**config.mk**
```make
export PLATFORM = sky130hd
export DESIGN_NAME = sipo_word_receiver
export DESIGN_NICKNAME = d
export VERILOG_FILES = /design/src/rtl/sipo_word_receiver.sv
export SDC_FILE = /design/constraint.sdc
export NUM_CORES = 1
export LEC_CHECK = 0
export ABC_AREA = 1
export ABC_CLOCK_PERIOD_IN_PS = 1800
export BUFFER_PORTS_ARGS = -buffer_cell sky130_fd_sc_hd__buf_2
export CORE_MARGIN = 2
export CORE_UTILIZATION = 52
export DETAILED_ROUTE_END_ITERATION = 6
export PLACE_DENSITY = 0.75
export SYNTH_ARGS = -nofsm -noshare
export SYNTH_HDL_FRONTEND = slang
export SYNTH_SLANG_ARGS = --single-unit
```
**constraint.sdc**
```tcl
create_clock -name clk -period 1.8 [get_ports clk]
set_input_delay 0.27 -clock clk [delete_from_list [all_inputs] [get_ports clk]]
set_output_delay 0.27 -clock clk [all_outputs]
set_load 0.02 [all_outputs]
```
**src/rtl/sipo_word_receiver.sv**
```systemverilog
// Serial-in/parallel-out word receiver: assembles framed serial bits into N-bit words
// and presents each word on a valid/ready port with a sticky overrun flag.
module sipo_word_receiver #(
  parameter int unsigned N         = 8,
  parameter bit          MSB_FIRST = 1'b1
) (
  input  logic         clk,
  input  logic         reset,
  input  logic         bit_in,
  input  logic         bit_valid,
  input  logic         frame_start,
  output logic [N-1:0] data_out,
  output logic         data_valid,
  input  logic         data_ready,
  output logic         overrun,
  input  logic         ovr_clr,
  output logic         busy
);

  localparam int unsigned CntW = (N > 2) ? $clog2(N) : 1;
  localparam logic [CntW-1:0] LastCnt = CntW'(N - 1);

  typedef enum logic [0:0] {StIdle, StShift} state_e;

  state_e          state_q, state_d;
  logic [N-1:0]    sr_q, sr_d;
  logic [CntW-1:0] cnt_q, cnt_d;
  logic [N-1:0]    dout_q, dout_d;
  logic            dv_q, dv_d;
  logic            ovr_q, ovr_d;

  logic [N-1:0]    shift_base;
  logic [N-1:0]    shift_res;
  logic            word_done;

  // A framed bit always starts from an empty register so stale partial bits never leak in.
  always_comb begin
    shift_base = sr_q;
    if (frame_start || (state_q == StIdle)) begin
      shift_base = '0;
    end
    if (MSB_FIRST) begin
      shift_res = {shift_base[N-2:0], bit_in};
    end else begin
      shift_res = {bit_in, shift_base[N-1:1]};
    end
  end

  always_comb begin
    state_d   = state_q;
    sr_d      = sr_q;
    cnt_d     = cnt_q;
    word_done = 1'b0;
    unique case (state_q)
      StIdle: begin
        if (bit_valid && frame_start) begin
          sr_d    = shift_res;
          cnt_d   = CntW'(1);
          state_d = StShift;
        end
      end
      StShift: begin
        if (bit_valid) begin
          if (frame_start) begin
            sr_d  = shift_res;
            cnt_d = CntW'(1);
          end else if (cnt_q == LastCnt) begin
            // Stay in StShift: the next accepted bit is bit 0 of the following word.
            word_done = 1'b1;
            sr_d      = '0;
            cnt_d     = '0;
          end else begin
            sr_d  = shift_res;
            cnt_d = cnt_q + CntW'(1);
          end
        end
      end
      default: state_d = StIdle;
    endcase
  end

  always_comb begin
    dout_d = dout_q;
    dv_d   = dv_q;
    ovr_d  = ovr_q & ~ovr_clr;
    if (word_done) begin
      if (!dv_q || data_ready) begin
        dout_d = shift_res;
        dv_d   = 1'b1;
      end else begin
        // Output buffer still owned by the consumer: drop the new word, flag it.
        ovr_d = 1'b1;
      end
    end else if (dv_q && data_ready) begin
      dv_d = 1'b0;
    end
  end

  always_ff @(posedge clk or posedge reset) begin
    if (reset) begin
      state_q <= StIdle;
      sr_q    <= '0;
      cnt_q   <= '0;
      dout_q  <= '0;
      dv_q    <= 1'b0;
      ovr_q   <= 1'b0;
    end else begin
      state_q <= state_d;
      sr_q    <= sr_d;
      cnt_q   <= cnt_d;
      dout_q  <= dout_d;
      dv_q    <= dv_d;
      ovr_q   <= ovr_d;
    end
  end

  assign data_out   = dout_q;
  assign data_valid = dv_q;
  assign overrun    = ovr_q;
  assign busy       = (state_q == StShift) && (cnt_q != '0);

endmodule

```
# Word level (Yosys, flattened, before mapping)
# Cells that the tools add are included.
# classes
n_addsub,1
eq_ne,4
n_mux,22
bitwise_logic,3
reduce_logical,11
# ops
op,n
$mux 7,5
$pmux 7 s2,1
$mux 3,4
$mux 1,11
$pmux 3 s2,1
$reduce_and 2->1,3
$ne 2x1->1 const B,2
$add 3x1->3 const B,1
$eq 3x3->1 const B,1
$logic_and 1x1->1,3
$reduce_bool 3->1,1
$logic_or 1x1->1,2
$ne 2x2->1 const B,1
$not 1->1,2
$reduce_bool 2->1,1
$and 1x1->1,1
$logic_not 1->1,1
# totals
regBits,21
out_inout_bits,11

# Depth between registers and ports, before layout
# logic_depth
depth_word,7
depth_mapped,7
ltp_nobuf,7

# Least setup slack after synthesis
# OpenSTA, ideal clock, no wires.
# synth_timing
path_kind,register -> register
startpoint,register cnt_q[0]
endpoint,register dout_q[0] (netlist: data_out[0])
arrival_time_ns,1.141
t_required_ns,1.683
path_slack_ns,0.542
path_stages_with_launch,8
cell_sequence,dfrtp_1 > ha_1 > ha_1 > inv_1 > nor2_1 > nand3_4 > nand2_1 > nand2_1
# synth_between
elab_chain_cells,6
# synth_lines
item,line,rtl
start: declaration,27,"logic [CntW-1:0] cnt_q, cnt_d;"
start signal: assignment,110,cnt_q <= cnt_d;
$eq 3x3->1,67,end else if (cnt_q == LastCnt) begin
$mux 1,67,
$mux 1,64,if (frame_start) begin
$mux 1,63,if (bit_valid) begin
$mux 1,54,unique case (state_q)
$reduce_and 2->1 (no source line),n/a,
end signal: assignment,111,dout_q <= dout_d;
end: declaration,28,"logic [N-1:0] dout_q, dout_d;"
# Every way passes these cells.
# A chain may end at the register's enable or synchronous reset.

# Worst setup path in the final report
# layout_timing
startpoint,register cnt_q[0]
endpoint,output port busy
# layout_between
elab_chain_cells,2
# layout_lines
item,line,rtl
$reduce_bool 3->1,120,assign busy = (state_q == StShift) && (cnt_q != '0);
$logic_and 1x1->1,120,
end: declaration,17,output logic busy
# Every way passes these cells.

==> results.toml <==
[power_and_ir_drop]
p_clk_share_pct = 25.5
leakage_nw = 0.6076
seqPwrFrac_pct = 60.4
power_switching_mw = 0.2262
p_int_mw = 0.6257
finalPower_mw = 0.8518
pwr-share-comb_pct = 14.1
ir_drop_mv = 0.5439
power_density_nw_per_um2 = 769.3
switching_share_pct = 26.55

[sta]
fin_ws_ns = 0.2863
setup_tns_ns = 0
clock.fmax_mhz = 660.6
slew_viol_final = 0
fin_crit_sh_pct = 84.10
worstMarginPinSlew_ns = 0.4270
maxSlewHeadroom_pct = 71.46
finalClockSkew_ns = 0.002331
rsz0062_at_grt = "false"
finalHoldViolations = 0
finalSetupViolCount = 0
period_needed_ns = 1.514

[synth]
yosys_warnings = 0
async_reset_ff_share_pct = 100.0
synth_area_leader_cell = "dfrtp_1"
synth_flop_cell = "dfrtp_1"
ys_seq_elements = 21
synth_top_cells_by_count = "33 x nand2_1, 21 x dfrtp_1, 17 x nand3_1"
synth.area.top_cells = "dfrtp_1 55%, nand2_1 13%, nand3_1 8.8%"
synth-seq-area-share_pct = 54.55
syn_area_sq_um = 963.4
syn_nets = 116
ys_types = 18
syn_inst = 106
synth_most_common_cell = "nand2_1"
synth_top_area_share_pct = 54.55
synth_edf_count = 0
synth.avg_cell_area_sq_um = 9.089

[worst_setup_path]
cp-end-kind = "output pin"
worstSetupStartpointType = "flop"
required_ns = 1.53
crit_type = "reg -> out"
r2r_slack_ns = 0.41
crit_path_max_fanout = 3
arrival_ns = 1.24

[clocking]
clkLatencyLatePin_ns = 0.29
cts-root-buf = "clkbuf_4"
h-tree-depth = 1
cts_made_buffers = 3
cts_resized = 0
cts_tree = "yes"
clk_pin_slew_ns = 0.11
cts.path.max_buffers = 2
clock_sinks = 21

[layout]
fillers = 164
nNetsFinal = 138
n_antenna_cell = 0
final_layout_size_suffix_gt1_share_pct = 24.41
layoutNonFillerInstCount = 152
area_growth_pct = 14.93
postLayoutCoreUtil_pct = 64.13

[route]
vias = 770
post-route-drc-count = 0
dr_wl_met3_microns = 92
wl_per_cell_microns = 11.59
post_drt_via_cell_ratio = 5.066
route.met2.wl_microns = 877
drtIter0Drc = 26
top_layer_used = "met4"
m1WireLength_microns = 758
ant_nets = 0
drt_first_pass_iters = 4
drt-total-wl_mm = 1.761

[floorplan]
floorplan.core_area_sq_um = 1727
io_pins = 18
start_util_pct = 55.80
rows = 15
dieHeight_microns = 47.05
dieArea_sq_um = 2213
die_w_microns = 47.05

[min_path]
hp-class = "in -> reg"

[global_route]
track_usage_pct = 18.83
grt_pass1_wl_mm = 2.870
grt_max_degree = 22
grt_pass1_vias = 667
grt.overflow.total = 0
antenna_found_initial = 0

[place]
dp_slack_ns = 0.4212
place_hpwl_mm = 1.307
io_buffers = 17
dp_cells = 147
place.gp.congestion = 0.8523

[status]
outcome = "finished, final reports clean"

[flow_run]
maxCapViolCount = 0
## worst max-delay path, cell delays in order (launching register included)
cell	delay, ns
dfrtp_1	0.38
inv_1	0.07
ha_1	0.19
a21oi_1	0.13
buf_2	0.18
## sequential cells by signal, indices dropped and copies added (netlist names)
signal	cells
cnt_q	3
data_out	8
data_valid	1
overrun	1
sr_q	7
state_q	1
## final cells by class
cell class | instances | area [sq um] | area share [%]
Timing Repair Buffer | 19 | 102.6 | 9.266
Inverter | 11 | 41.29 | 3.729
Clock buffer | 4 | 26.28 | 2.373
Sequential cell | 21 | 525.5 | 47.46
Tap cell | 25 | 31.28 | 2.825
Multi-Input combinational cell | 72 | 380.4 | 34.35
## worst paths after layout
kind | start | endpoint | cells past startpoint
worst max register to register | cnt_q[0] | data_out[0] | 7
min in group asynchronous | reset | sr_q[4] | 4
max in group asynchronous | reset | sr_q[2] | 4
worst min-delay path | bit_in | sr_q[0] | 3
worst min register to register | data_out[1] | data_out[1] | 2
worst max-delay path | cnt_q[0] | busy | 4
## cells by family (layout without fill, tap and decap cells)
kind of cell,count (synthesis),in the layout,share of synthesized area [%]
buffers and inverters,13,34,5.973
DFF,21,21,54.55
adders and majority gates,3,3,3.897
and+or+nand+nor,58,58,28.83
AOI/OAI and AO/OA,11,11,6.753
## layout by cell type, fill, tap and decap left out, types with 2 or more instances in the layout
| master | n |
|---|---|
| nand2_1 | 33 |
| dfrtp_1 | 21 |
| nand3_1 | 17 |
| buf_2 | 17 |
| inv_1 | 8 |
| o21ai_1 | 6 |
| nor2_1 | 3 |
| inv_2 | 3 |
| ha_1 | 3 |
| clkbuf_4 | 3 |
| nand2_4 | 2 |
| o21ai_0 | 2 |
## per-layer routing
layer / global-route usage, % / vias to the layer above
met5: 0 / -
met4: 8.889 / 0
met3: 3.462 / 6
met2: 30.68 / 30
met1: 24.26 / 352
li1: - / 382
## repair_timing
| item | 4_1_cts | 5_1_grt |
|---|---|---|
| hold buffers | 1 | 0 |
| hold endpoints to repair | 21 | 0 |
| buffers inserted | 0 | 0 |
## power groups by stage
stage	clock network, mW	logic, mW	registers, mW
after floorplan	0	0.0691	0.532
after global placement	0	0.116	0.523
after detailed placement	0	0.120	0.524
after CTS	0.220	0.122	0.514
after global routing	0.253	0.138	0.518
final	0.217	0.120	0.514
## stage by stage
stage	hold WS, ns	area [sq um]
final	0.2286	1107
after global routing	0.2076	1107
after CTS	0.2296	1107
after detailed placement	0.3079	1071
after global placement	0.3078	1071
after floorplan	0.2465	963.4
Note: power is estimated with default switching activity, not from simulation.
